## config.mk

```make
export PLATFORM = sky130hd
export DESIGN_NAME = ram_arbiter_flat
export DESIGN_NICKNAME = d
export VERILOG_FILES = /design/src/rtl/ram_arbiter_if.sv /design/src/rtl/ram_arbiter.sv /design/src/flat_wrapper.sv
export SDC_FILE = /design/constraint.sdc
export NUM_CORES = 1
export LEC_CHECK = 0
export ABC_AREA = 1
export BUFFER_PORTS_ARGS = -buffer_cell sky130_fd_sc_hd__buf_2
export CAP_MARGIN = 5
export CORE_MARGIN = 10
export CORE_UTILIZATION = 41
export CTS_CLUSTER_DIAMETER = 120
export CTS_CLUSTER_SIZE = 14
export DETAILED_ROUTE_END_ITERATION = 6
export GPL_TIMING_DRIVEN = 0
export PLACE_DENSITY = 0.77
export SYNTH_ARGS = -nofsm -noshare
export SYNTH_HDL_FRONTEND = slang
export SYNTH_SLANG_ARGS = --single-unit
export TNS_END_PERCENT = 1
```

## constraint.sdc

```tcl
create_clock -name clock -period 1.2 [get_ports clock]
set_input_delay 0.06 -clock clock [delete_from_list [all_inputs] [get_ports clock]]
set_output_delay 0.06 -clock clock [all_outputs]
set_load 0.05 [all_outputs]
```

## src/rtl/ram_arbiter_if.sv

```systemverilog
// Bus bundle for ram_arbiter: instruction port, data port and the attached RAM.
// slave is the arbiter's view; master is the view of the requesters/RAM model.
interface ram_arbiter_if;
  // Instruction port
  logic        i_req_valid;
  logic        i_req_ready;
  logic [31:0] i_req_addr;
  logic        i_rsp_valid;
  logic        i_rsp_ready;
  logic [31:0] i_rsp_data;
  logic        i_rsp_err;
  // Data port
  logic        d_req_valid;
  logic        d_req_ready;
  logic [31:0] d_req_addr;
  logic [31:0] d_req_wdata;
  logic        d_req_write;
  logic        d_rsp_valid;
  logic        d_rsp_ready;
  logic [31:0] d_rsp_data;
  logic        d_rsp_err;
  // RAM side
  logic [31:0] ram_address;
  logic [31:0] ram_input_data;
  logic        ram_should_write;
  logic [31:0] ram_output_data;

  modport slave (
    input  i_req_valid, i_req_addr, i_rsp_ready,
    input  d_req_valid, d_req_addr, d_req_wdata, d_req_write, d_rsp_ready,
    input  ram_output_data,
    output i_req_ready, i_rsp_valid, i_rsp_data, i_rsp_err,
    output d_req_ready, d_rsp_valid, d_rsp_data, d_rsp_err,
    output ram_address, ram_input_data, ram_should_write
  );

  modport master (
    output i_req_valid, i_req_addr, i_rsp_ready,
    output d_req_valid, d_req_addr, d_req_wdata, d_req_write, d_rsp_ready,
    output ram_output_data,
    input  i_req_ready, i_rsp_valid, i_rsp_data, i_rsp_err,
    input  d_req_ready, d_rsp_valid, d_rsp_data, d_rsp_err,
    input  ram_address, ram_input_data, ram_should_write
  );
endinterface

```

## src/rtl/ram_arbiter.sv

```systemverilog
// Two-port (instruction/data) arbiter in front of a single-ported 32-bit RAM.
// One transaction at a time: IDLE (grant) -> ACCESS (RAM cycle) -> RESP (hold until taken).
// Define RAM_ARBITER_ROUND_ROBIN_EN to alternate grants on conflicts; otherwise data wins.
module ram_arbiter #(
  parameter int unsigned SIZE_WORDS = 256
) (
  input logic          clock,
  input logic          reset_n,
  ram_arbiter_if.slave bus
);

  typedef enum logic [1:0] {StIdle, StAccess, StResp} state_e;

  localparam logic        PortInstr = 1'b0;
  localparam logic        PortData  = 1'b1;
  localparam logic [31:0] AddrLimit = 32'(4 * SIZE_WORDS);

  state_e      state_q, state_d;
  logic        owner_q, owner_d;
  logic [31:0] addr_q, addr_d;
  logic [31:0] wdata_q, wdata_d;
  logic        write_q, write_d;
  logic [31:0] rsp_data_q, rsp_data_d;
  logic        rsp_err_q, rsp_err_d;

  logic req_any;
  logic grant_data;
  logic access_err;
  logic rsp_fire;

  assign req_any    = bus.i_req_valid | bus.d_req_valid;
  assign access_err = (addr_q[1:0] != 2'b00) || (addr_q >= AddrLimit);
  assign rsp_fire   = (state_q == StResp) &
                      ((owner_q == PortData) ? bus.d_rsp_ready : bus.i_rsp_ready);

`ifdef RAM_ARBITER_ROUND_ROBIN_EN
  logic last_q, last_d;

  // On a conflict the port that did not win last time is granted.
  always_comb begin
    grant_data = bus.d_req_valid & (~bus.i_req_valid | (last_q == PortInstr));
    last_d     = last_q;
    if (state_q == StIdle && req_any) last_d = grant_data;
  end

  // Last-grant register; reset favours the instruction port on the first conflict.
  always_ff @(posedge clock) begin
    if (!reset_n) last_q <= PortData;
    else          last_q <= last_d;
  end
`else
  // Fixed priority: data port wins any conflict.
  always_comb begin
    grant_data = bus.d_req_valid;
  end
`endif

  // State register.
  always_ff @(posedge clock) begin
    if (!reset_n) state_q <= StIdle;
    else          state_q <= state_d;
  end

  // Next-state logic.
  always_comb begin
    state_d = state_q;
    unique case (state_q)
      StIdle:   if (req_any) state_d = StAccess;
      StAccess: state_d = StResp;
      StResp:   if (rsp_fire) state_d = StIdle;
      default:  state_d = StIdle;
    endcase
  end

  // Request latch on accept and response capture at the end of ACCESS.
  always_comb begin
    owner_d    = owner_q;
    addr_d     = addr_q;
    wdata_d    = wdata_q;
    write_d    = write_q;
    rsp_data_d = rsp_data_q;
    rsp_err_d  = rsp_err_q;
    if (state_q == StIdle && req_any) begin
      owner_d = grant_data;
      addr_d  = grant_data ? bus.d_req_addr : bus.i_req_addr;
      wdata_d = grant_data ? bus.d_req_wdata : 32'h0;
      write_d = grant_data & bus.d_req_write;
    end
    if (state_q == StAccess) begin
      rsp_err_d  = access_err;
      rsp_data_d = (access_err | write_q) ? 32'h0 : bus.ram_output_data;
    end
  end

  // Datapath registers.
  always_ff @(posedge clock) begin
    if (!reset_n) begin
      owner_q    <= PortData;
      addr_q     <= 32'h0;
      wdata_q    <= 32'h0;
      write_q    <= 1'b0;
      rsp_data_q <= 32'h0;
      rsp_err_q  <= 1'b0;
    end else begin
      owner_q    <= owner_d;
      addr_q     <= addr_d;
      wdata_q    <= wdata_d;
      write_q    <= write_d;
      rsp_data_q <= rsp_data_d;
      rsp_err_q  <= rsp_err_d;
    end
  end

  // Outputs decoded from state; write enable also gated by reset so an aborted
  // ACCESS never reaches the RAM's falling-edge write.
  always_comb begin
    bus.i_req_ready      = 1'b0;
    bus.d_req_ready      = 1'b0;
    bus.i_rsp_valid      = 1'b0;
    bus.i_rsp_data       = 32'h0;
    bus.i_rsp_err        = 1'b0;
    bus.d_rsp_valid      = 1'b0;
    bus.d_rsp_data       = 32'h0;
    bus.d_rsp_err        = 1'b0;
    bus.ram_address      = 32'h0;
    bus.ram_input_data   = 32'h0;
    bus.ram_should_write = 1'b0;
    unique case (state_q)
      StIdle: begin
        bus.i_req_ready = bus.i_req_valid & ~grant_data;
        bus.d_req_ready = grant_data;
      end
      StAccess: begin
        bus.ram_address      = addr_q;
        bus.ram_input_data   = wdata_q;
        bus.ram_should_write = write_q & ~access_err & reset_n;
      end
      StResp: begin
        if (owner_q == PortData) begin
          bus.d_rsp_valid = 1'b1;
          bus.d_rsp_data  = rsp_data_q;
          bus.d_rsp_err   = rsp_err_q;
        end else begin
          bus.i_rsp_valid = 1'b1;
          bus.i_rsp_data  = rsp_data_q;
          bus.i_rsp_err   = rsp_err_q;
        end
      end
      default: ;
    endcase
  end

endmodule

```

## src/flat_wrapper.sv

```systemverilog
// flat-port wrapper written by rule: the top's interface ports become plain ports
module ram_arbiter_flat 
#(
  parameter int unsigned SIZE_WORDS = 256
)
  (clock, reset_n, bus_i_req_valid, bus_i_req_addr, bus_i_rsp_ready, bus_d_req_valid, bus_d_req_addr, bus_d_req_wdata, bus_d_req_write, bus_d_rsp_ready, bus_ram_output_data, bus_i_req_ready, bus_i_rsp_valid, bus_i_rsp_data, bus_i_rsp_err, bus_d_req_ready, bus_d_rsp_valid, bus_d_rsp_data, bus_d_rsp_err, bus_ram_address, bus_ram_input_data, bus_ram_should_write);
  ram_arbiter_if bus_i ();
  input logic clock;
  input logic reset_n;
  input wire logic [$bits(bus_i.i_req_valid)-1:0] bus_i_req_valid;
  input wire logic [$bits(bus_i.i_req_addr)-1:0] bus_i_req_addr;
  input wire logic [$bits(bus_i.i_rsp_ready)-1:0] bus_i_rsp_ready;
  input wire logic [$bits(bus_i.d_req_valid)-1:0] bus_d_req_valid;
  input wire logic [$bits(bus_i.d_req_addr)-1:0] bus_d_req_addr;
  input wire logic [$bits(bus_i.d_req_wdata)-1:0] bus_d_req_wdata;
  input wire logic [$bits(bus_i.d_req_write)-1:0] bus_d_req_write;
  input wire logic [$bits(bus_i.d_rsp_ready)-1:0] bus_d_rsp_ready;
  input wire logic [$bits(bus_i.ram_output_data)-1:0] bus_ram_output_data;
  output wire logic [$bits(bus_i.i_req_ready)-1:0] bus_i_req_ready;
  output wire logic [$bits(bus_i.i_rsp_valid)-1:0] bus_i_rsp_valid;
  output wire logic [$bits(bus_i.i_rsp_data)-1:0] bus_i_rsp_data;
  output wire logic [$bits(bus_i.i_rsp_err)-1:0] bus_i_rsp_err;
  output wire logic [$bits(bus_i.d_req_ready)-1:0] bus_d_req_ready;
  output wire logic [$bits(bus_i.d_rsp_valid)-1:0] bus_d_rsp_valid;
  output wire logic [$bits(bus_i.d_rsp_data)-1:0] bus_d_rsp_data;
  output wire logic [$bits(bus_i.d_rsp_err)-1:0] bus_d_rsp_err;
  output wire logic [$bits(bus_i.ram_address)-1:0] bus_ram_address;
  output wire logic [$bits(bus_i.ram_input_data)-1:0] bus_ram_input_data;
  output wire logic [$bits(bus_i.ram_should_write)-1:0] bus_ram_should_write;
  assign bus_i.i_req_valid = bus_i_req_valid;
  assign bus_i.i_req_addr = bus_i_req_addr;
  assign bus_i.i_rsp_ready = bus_i_rsp_ready;
  assign bus_i.d_req_valid = bus_d_req_valid;
  assign bus_i.d_req_addr = bus_d_req_addr;
  assign bus_i.d_req_wdata = bus_d_req_wdata;
  assign bus_i.d_req_write = bus_d_req_write;
  assign bus_i.d_rsp_ready = bus_d_rsp_ready;
  assign bus_i.ram_output_data = bus_ram_output_data;
  assign bus_i_req_ready = bus_i.i_req_ready;
  assign bus_i_rsp_valid = bus_i.i_rsp_valid;
  assign bus_i_rsp_data = bus_i.i_rsp_data;
  assign bus_i_rsp_err = bus_i.i_rsp_err;
  assign bus_d_req_ready = bus_i.d_req_ready;
  assign bus_d_rsp_valid = bus_i.d_rsp_valid;
  assign bus_d_rsp_data = bus_i.d_rsp_data;
  assign bus_d_rsp_err = bus_i.d_rsp_err;
  assign bus_ram_address = bus_i.ram_address;
  assign bus_ram_input_data = bus_i.ram_input_data;
  assign bus_ram_should_write = bus_i.ram_should_write;
  ram_arbiter #(.SIZE_WORDS(SIZE_WORDS)) u_core (.clock(clock), .reset_n(reset_n), .bus(bus_i));
endmodule
```

==> summary.md <==
| Metric | Value |
|---|---|
| Wire per inst | 16.7 um |
| CTS Buf Count | 9 |
| Slew @ Worst Pin | ~0.69 ns |
| Register area share after synthesis | 0.389 |
| Tcrit/Tclk final | 1.36 |
| Vias in the first global route | ~6,800 |
| Hold path cells | 3 |
| Hpwl dp | roughly 15 mm |
| WP data arrival | roughly 1.6 ns |
| Drt pass-1 iters | 5 |
| Most frequent cell after synthesis | nor2_1 |
| Fmax | 0.614 GHz |
| Register area | 2030 sq um |
| Post-synth EDFFs | 0 |
| Period minus WS final | 1.63 ns |
| TritonCTS clock tree | done |
| Mapped Nets | 986 |
| WS Path Type | reg2out |
| Die X | between 100 and 150 um |
| GRT Total Usage | 0.234 |
| Clock Sinks | around 100 |
| Port-buffer cells | between 200 and 300 |
| Worst r2r path cells | 10 |
| Area occupied by multi-input gates | roughly 3000 sq um |
| Wire length on met3 | about 1.7 mm |
| CTS max path bufs | 2 |
| Top FF cell, synth | dfxtp_1 |
| Initial antenna violation count | 0 |
| Startpoint class of the critical path | flip-flop |
| Routed length on met1 | around 8.5 mm |
| Met2 WL | between 10 and 15 mm |
| Pins over their slew limit | 0 |
| Core area | ~13,000 sq um |
| Synth-to-layout area growth | 82.9% |
| Drt total wl | 22.7 mm |
| Violated checks | negative setup slack |
| RSZ-0062 raised after global routing | true |
| Fill cells | 929 |
| Root Driver | clkbuf_16 |
| Avg Cell Area, Syn | 6.10 sq um |
| Full die area | around 18,000 sq um |
| Fin. Hold Viols | 0 |
| Ant diodes | 0 |
| Mapped Area | approximately 5200 sq um |
| Clk slew on worst S/H paths | roughly 0.070 ns |
| Pleak | 4.01 nW |
| Drt first-iter violations | roughly 400 |
| CP Capture Type | output port |
| # IOs | 270 |
| Min-Delay Path Class | in2reg |
| Post-synth cell types | 21 |
| Die Y | around 130 um |
| DR top layer | met4 |
| CP max FO | 10 |
| Layout Nets | between 1,000 and 1,500 |
| Vias/cell | 4.83 |
| Area leader, netlist | dfxtp_1 |
| Gr ovfl total | 0 |
| Via count | about 6,500 |
| Area share of the largest cell type after synthesis | 0.389 |
| Post-synth top cells | 209 x nor2_1, 164 x inv_1, 130 x a21oi_1, 111 x nand2_1, 101 x dfxtp_1 |
| Worst setup margin | -0.428 ns |
| Syn. warnings | 0 |
| DR DRC count | 0 |
| Placer Congestion | approximately 0.87 |
| VDD IR max | between 800 and 900 uV |
| Clk_skew | ~0.013 ns |
| Initial Util | 0.415 |
| Fraction of registers with async set/reset | 0 |
| Slew Limit Headroom | 0.538 |
| Status | finished, violations left |
| Clk_lat worst skew | around 0.34 ns |
| Cells after synthesis | between 800 and 900 |
| Final Setup Violations | roughly 230 |
| Top cells by area, synth | dfxtp_1 39%, nor2_1 15%, a21oi_1 13%, inv_1 12%, nand2_1 8.0% |
| CTS H-Tree Depth | 3 |
| Worst path required time | around 1.1 ns |
| Share of cells above drive strength 1 | 0.430 |
| Detail Route Antenna Nets | 0 |
| Largest net degree at the start of global routing | 17 |
| Max cap viols | 0 |
| Total chip power | slightly above 0.009 W |
| Global-route wire length before repair | 34.3 mm |
| Yosys reg bits | between 100 and 150 |
| Pre-CTS WS | -0.463 ns |
| Pwr Density | 970 nW/um^2 |
| FP Rows | just over 40 |
placed cells by master, fill, tap and decap left out, drive strengths merged:
cell	synthesis	final
dfxtp	101	101
clkinv	1	3
nor2	212	212
o211ai	1	1
o21ai	34	34
nand2	112	112
dlygate4sd3	0	33
buf	33	322
clkinvlp	0	2
nand3	34	34
nand4	1	1
a21oi	130	130
clkbuf	24	29
inv	168	168
state kept, by name (all words and copies together) (netlist names):
name               cells
u_core.rsp_err_q       1
u_core.state_q         2
u_core.wdata_q        32
u_core.write_q         1
u_core.owner_q         1
u_core.addr_q         32
u_core.rsp_data_q     32
path summary, 6_finish.rpt:
kind,start,to,slack (ns)
worst max-delay path,u_core.state_q[1],bus_ram_input_data[18],-0.43
worst min register to register,u_core.wdata_q[5],u_core.wdata_q[5],0.46
worst max register to register,u_core.addr_q[11],u_core.rsp_data_q[21],-0.31
worst min-delay path,bus_d_req_addr[22],u_core.addr_q[22],0.02
critical path: stages, from the launching register on:
cell	delay [ns]
dfxtp_2	0.36
nor2_4	0.16
inv_4	0.09
buf_8	0.16
buf_8	0.16
nor2_2	0.13
buf_6	0.18
layout make-up:
cell class	count	area share
Clock inverter	4	0.00343
Clock buffer	12	0.0270
Tap cell	172	0.0227
Sequential cell	101	0.214
Buffer	56	0.0543
Inverter	169	0.0677
Timing Repair Buffer	316	0.296
Multi-Input combinational cell	524	0.315
cell families after synthesis:
| group | count (synthesis) | synth area share |
|---|---|---|
| AND/OR/NAND/NOR | 359 | 0.273 |
| buffers and inverters | 226 | 0.178 |
| AO/OA/AOI/OAI | 165 | 0.160 |
| flip-flops | 101 | 0.389 |
report_power, final:
group          total (W)  leakage (nW)  switching (W)  internal (W)
combinational    0.00265          3.05        0.00164       0.00101
sequential       0.00371         0.830       0.000128       0.00358
clock            0.00285         0.135        0.00132       0.00153
routing by layer:
layer | vias up | GRT usage
li1 | 3206 | -
met1 | 3037 | 0.249
met2 | 260 | 0.432
met3 | 37 | 0.0708
met4 | 0 | 0.0721
met5 | - | 0
metrics by stage:
step,area [sq um],setup TNS (ns),hold slack [ns],util,instances
finish,9500,-63.26,0.0163,0.759,1354
CTS,9110,-65.06,0.00307,0.728,1351
global placement,7450,-41.36,0.297,0.595,1291
global route,9500,-82.01,0.0271,0.759,1354
floorplan,5890,-31.34,0.199,-,851
detailed placement,7450,-43.19,0.297,0.595,1291
repair_timing:
| action | 4_1_cts | 5_1_grt |
|---|---|---|
| resized for setup | 315 | 115 |
| setup endpoints to repair | 236 | 235 |
| hold buffers | 33 | 0 |
| endpoints found under the hold margin | 33 | 0 |
| buffers inserted | 12 | 3 |
| pin swaps | 7 | 8 |
No activity file was read; power rests on OpenSTA's default activity.
